===== src/rtl/ext_unit.sv =====
// Immediate-extension stage: widens imm16 to 32 bits (zero/sign/LUI) and registers it with a valid tag.
// Optional macro EXT_COMB_OUT_EN adds the unregistered ext32_comb output for bypass use.
module ext_unit (
  input  logic        clk,
  input  logic        reset,
  input  logic        en,
  input  logic        valid_in,
  input  logic [15:0] imm16,
  input  logic        extop,
  input  logic        luiop,
  output logic [31:0] ext32,
  output logic        valid_out
`ifdef EXT_COMB_OUT_EN
  ,
  output logic [31:0] ext32_comb
`endif
);

  logic [31:0] ext_d;
  logic [31:0] ext_q;
  logic        valid_d;
  logic        valid_q;

  // LUI placement takes priority over the sign/zero selection.
  always_comb begin
    ext_d = {16'h0000, imm16};
    if (luiop) begin
      ext_d = {imm16, 16'h0000};
    end else if (extop) begin
      ext_d = {{16{imm16[15]}}, imm16};
    end
  end

  // Data is loaded regardless of valid_in; consumers qualify with valid_out.
  always_comb begin
    valid_d = valid_q;
    if (en) begin
      valid_d = valid_in;
    end
  end

  always_ff @(posedge clk) begin
    if (reset) begin
      ext_q   <= 32'h0000_0000;
      valid_q <= 1'b0;
    end else if (en) begin
      ext_q   <= ext_d;
      valid_q <= valid_d;
    end
  end

  assign ext32     = ext_q;
  assign valid_out = valid_q;

`ifdef EXT_COMB_OUT_EN
  assign ext32_comb = ext_d;
`endif

endmodule


===== config.mk =====
export PLATFORM = sky130hd
export DESIGN_NAME = ext_unit
export DESIGN_NICKNAME = d
export VERILOG_FILES = /design/src/rtl/ext_unit.sv
export SDC_FILE = /design/constraint.sdc
export NUM_CORES = 1
export LEC_CHECK = 0
export ABC_AREA = 1
export CAP_MARGIN = 20
export CORE_ASPECT_RATIO = 1.25
export CORE_MARGIN = 5
export CORE_UTILIZATION = 35
export CTS_CLUSTER_SIZE = 10
export DETAILED_ROUTE_END_ITERATION = 12
export GPL_ROUTABILITY_DRIVEN = 0
export GPL_TIMING_DRIVEN = 1
export PLACE_DENSITY = 0.79
export SETUP_SLACK_MARGIN = 0.2
export SLEW_MARGIN = 20
export SYNTH_ARGS = -nofsm -noshare
export SYNTH_HDL_FRONTEND = slang
export SYNTH_SLANG_ARGS = --single-unit

===== constraint.sdc =====
create_clock -name clk -period 2.5 [get_ports clk]
set_clock_uncertainty 0.15 [all_clocks]
set_input_delay 0.75 -clock clk [delete_from_list [all_inputs] [get_ports clk]]
set_output_delay 0.75 -clock clk [all_outputs]
set_load 0.03 [all_outputs]

[Yosys cells after proc, flatten, opt, wreduce, memory -nomap -nowiden]
Cells that the tools add are included.
Storage, ports and cells
  flip-flop bits (word level): 33
  input bits: 22
  output and inout bits: 33
  word-level logic and storage cells: 4
Cells by class
  mux-type cells: 2
Operator list (count)
  $mux W32: 2

[Logic depth before layout (Yosys ltp)]
  depth in word-level cells: 2
  mapped depth: 5
  gate-level depth less buffers: 4

[Worst setup path after synthesis]
OpenSTA, ideal clock, no wires.
  path type: input port to flip-flop
  start point: in en
  end point: reg ext_q[28], in the netlist ext32[28]
  setup time: 0.122 ns
  arrival time: 1.276 ns
  required time: 2.228 ns
  slack: 0.952 ns
  cell stages on the path: 4
  path buffers: 2
  cell sequence: buf_4 buf_2 o21ai_0 a21oi_2
RTL lines
  start, declared: line 6  | input logic en,
  end signal, assigned: line 47  | ext_q <= ext_d;
  end, declared: line 20  | logic [31:0] ext_q;

[Worst setup path in the final report]
  start point: reg ext_q[30], in the netlist ext32[30]
  end point: out ext32[30]
RTL lines
  end, declared: line 11  | output logic [31:0] ext32,
No word-level cell between the ends.

==> results.txt <==
----------------------------------------------------
[Status]
  Status ... complete, no violations

[Hold path]
  Cell count of the worst hold path ... 2
  Worst Hold Class ... register to register

[Synthesis]
  Synth Net Count ... 175
  Mean Syn Cell Area ... 8.660 um^2
  Post-synth top area share ... 0.4986
  Count of yosys warnings during synthesis ... 0
  Post-synthesis sequential element count ... 33
  Count of different cell masters after synthesis ... 17
  Number of cells produced by synthesis ... 153
  Mapped Area ... 1325 um^2
  Sequential element share of the synthesized area ... 0.4986
  Main area contributors after synthesis ... dfxtp_1, a21oi_1, a21oi_2, o21ai_0, nand3_1
  Most area-hungry cell type in the Yosys netlist ... dfxtp_1

[Detailed routing]
  Avg WL per Cell ... 14.49 um
  Via count normalized by instance count ... 5.167
  Total number of vias ... 1,271
  Detailed-router iteration count before antenna repair ... 4
  DRC violations left ... 0
  Count of nets left with antenna violations after detail routing ... 0
  Detailed-route wire length ... 3564 um
  Iteration-0 DRC count of the detailed router ... 73

[Die]
  Starting density of the core ... 0.3560
  I/O pin total ... 55
  Die outline area ... 5124 um^2
  Core box area ... 3722 um^2
  Die Height ... 78.79 um
  Std-Cell Rows ... 25
  Die Wd ... 65.03 um

[Clocking]
  Hold bufs inserted after CTS ... 0
  H-tree level count ... 2
  Clock insertion delay at the later pin of the skew report ... 280 ps
  TritonCTS clock tree ... yes
  Number of CTS-inserted buffers ... 5
  Number of setup buffers added after CTS ... 0
  Number of gates given a new drive strength after cts ... 0
  Clk sinks ... 33
  Root buffer cell ... clkbuf_8
  Clock-pin slew of the registers on the worst-case setup and hold paths ... 70 ps
  Maximum buffer depth of the clock tree ... 2

[STA]
  Unrepaired setup endpoints after global routing ... no
  Min setup slack post-route ... 296.3 ps
  Ratio of final minimum period to clock period ... 0.8815
  Fin crit period ... 2204 ps
  Endpoints failing hold ... 0
  Total negative slack ... 0 ps
  Count of final max-slew check failures ... 0
  Normalized max-slew margin ... 0.7852
  Highest clock frequency the design can meet ... 0.4538 GHz
  Slew at the pin closest to its max-slew limit ... 321.2 ps
  Endpoints failing setup ... 0

[Global route]
  Antenna violations before repair ... 0
  Wire length of the first global-routing pass ... 5816 um
  Total track usage ... 0.1482
  Overflow left after global routing ... 0
  Via count of the first global-routing pass ... 1,234
  Pin count of the biggest net entering global routing ... 34

[Run]
  Count of max-cap constraint violations ... 0

[Setup path]
  Worst EP required ... 1600 ps
  Kind of cell adding the most delay to the critical path ... buffers and inverters
  Slowest CP cell ... clkdlybuf4s50_1
  Sequence of cells on the critical path ... clkdlybuf4s50_1
  Delay contributed by the slowest stage of the critical path ... 680 ps
  Class of the most critical setup path ... register to output port
  WP data arrival ... 1300 ps
  Category of the worst setup path launch point ... register
  Critical Path Sink Type ... output port
  Stages on worst setup path ... 1
  Bufs and invs on worst path ... 1
  Path depth of the worst reg2reg path ... 2
  Maximum fanout encountered on the critical timing path ... 2

[Cells and area]
  Final design utilization ... 0.5291
  Top library cells by usage in the layout, fill and taps aside ... clkdlybuf4s50_1, a21oi_1, dfxtp_1
  Layout overhead on the synthesized area ... 48.63%
  Number of nets at the end of the flow ... 227
  Layout Cells excl Fill ... 246
  Most common library cell in the layout ignoring fill and taps ... clkdlybuf4s50_1
  Fraction of layout cells with a size suffix above 1 ... 0.1262
  Antenna Diode Count ... 0

[Power]
  Share of total power in the clock network ... 0.384
  Lkg Pwr ... 0.7023 nW
  Combinational share of power ... 0.185
  Pwr per Cell Area ... 671.6 nW/um^2
  Sequential power share ... 0.430
  Worst vdd rail ir drop ... 0.3967 mV
  Fraction of power spent switching nets ... 0.2547
  Sw Pwr ... 0.3368 mW
  Cell-internal power ... 0.9857 mW

[Place]
  Worst slack at placement ... 407.6 ps
  Cell total after placement ... 238
  HPWL Detailed ... 2614 um
  Count of input and output buffers ... 54

----------------------------------------------------
[synthesized netlist by cell type (all sizes together)]
| library cell | count |
|---|---|
| a21oi | 46 |
| dfxtp | 33 |
| nand2 | 18 |
| o21ai | 17 |
| nand3 | 16 |
| buf | 13 |
| nor2 | 4 |
| inv | 2 |
| and2 | 1 |
| clkbuf | 1 |
| clkinv | 1 |
| nand3b | 1 |
[worst paths after layout]
kind	start	to	slack, ps
setup reg to reg	ext32[24]$_SDFFE_PP0P_	ext32[24]$_SDFFE_PP0P_	1670
setup / recovery	ext32[30]$_SDFFE_PP0P_	ext32[30]	300
hold / removal	ext32[6]$_SDFFE_PP0P_	ext32[6]$_SDFFE_PP0P_	320
hold reg to reg	ext32[6]$_SDFFE_PP0P_	ext32[6]$_SDFFE_PP0P_	320
[metal layers]
metal,global-route usage,part of all wire,vias up
met5,0,0,-
met4,0.04979,0.015,0
met3,0.05941,0.089,7
met2,0.2395,0.47,47
met1,0.1781,0.43,585
li1,-,-,632
[power by group through the flow]
stage / Clock [mW] / Combinational (mW) / Sequential, mW
after floorplan: 0 / 0.0837 / 0.636
after global routing: 0.555 / 0.264 / 0.572
after global placement: 0 / 0.243 / 0.581
final: 0.508 / 0.245 / 0.569
after detailed placement: 0 / 0.246 / 0.581
after CTS: 0.523 / 0.247 / 0.570
[sequential cells by signal, summed over array words and instances, names as in the netlist]
signal     cells
valid_out      1
ext32         32
[layout make-up]
cell class / instances / area (um^2)
well taps: 40 / 50.05
fillers: 354 / 1753
clock inverters: 1 / 30.03
clock buffers: 7 / 86.33
repair buffers: 59 / 578.1
multi-input cells: 103 / 541.8
inverters: 3 / 22.52
flip-flops and latches: 33 / 660.6
[cell families (layout without fill, tap and decap cells)]
family | Yosys count | after routing | synth area share
and+or+nand+nor | 40 | 40 | 0.1426
AOI/OAI and AO/OA | 63 | 63 | 0.2663
DFF | 33 | 33 | 0.4986
buffers and inverters | 17 | 70 | 0.09253
[through the flow]
| step | instance area [um^2] | power (mW) | hold WS [ps] |
|---|---|---|---|
| after floorplan | 1325 | 0.7202 | 436.2 |
| after global placement | 1853 | 0.8244 | 306.9 |
| after detailed placement | 1853 | 0.8266 | 307.9 |
| after CTS | 1969 | 1.340 | 318.3 |
| after global routing | 1969 | 1.391 | 334.5 |
| final | 1969 | 1.323 | 317.9 |
No activity file was read; power rests on OpenSTA's default activity.
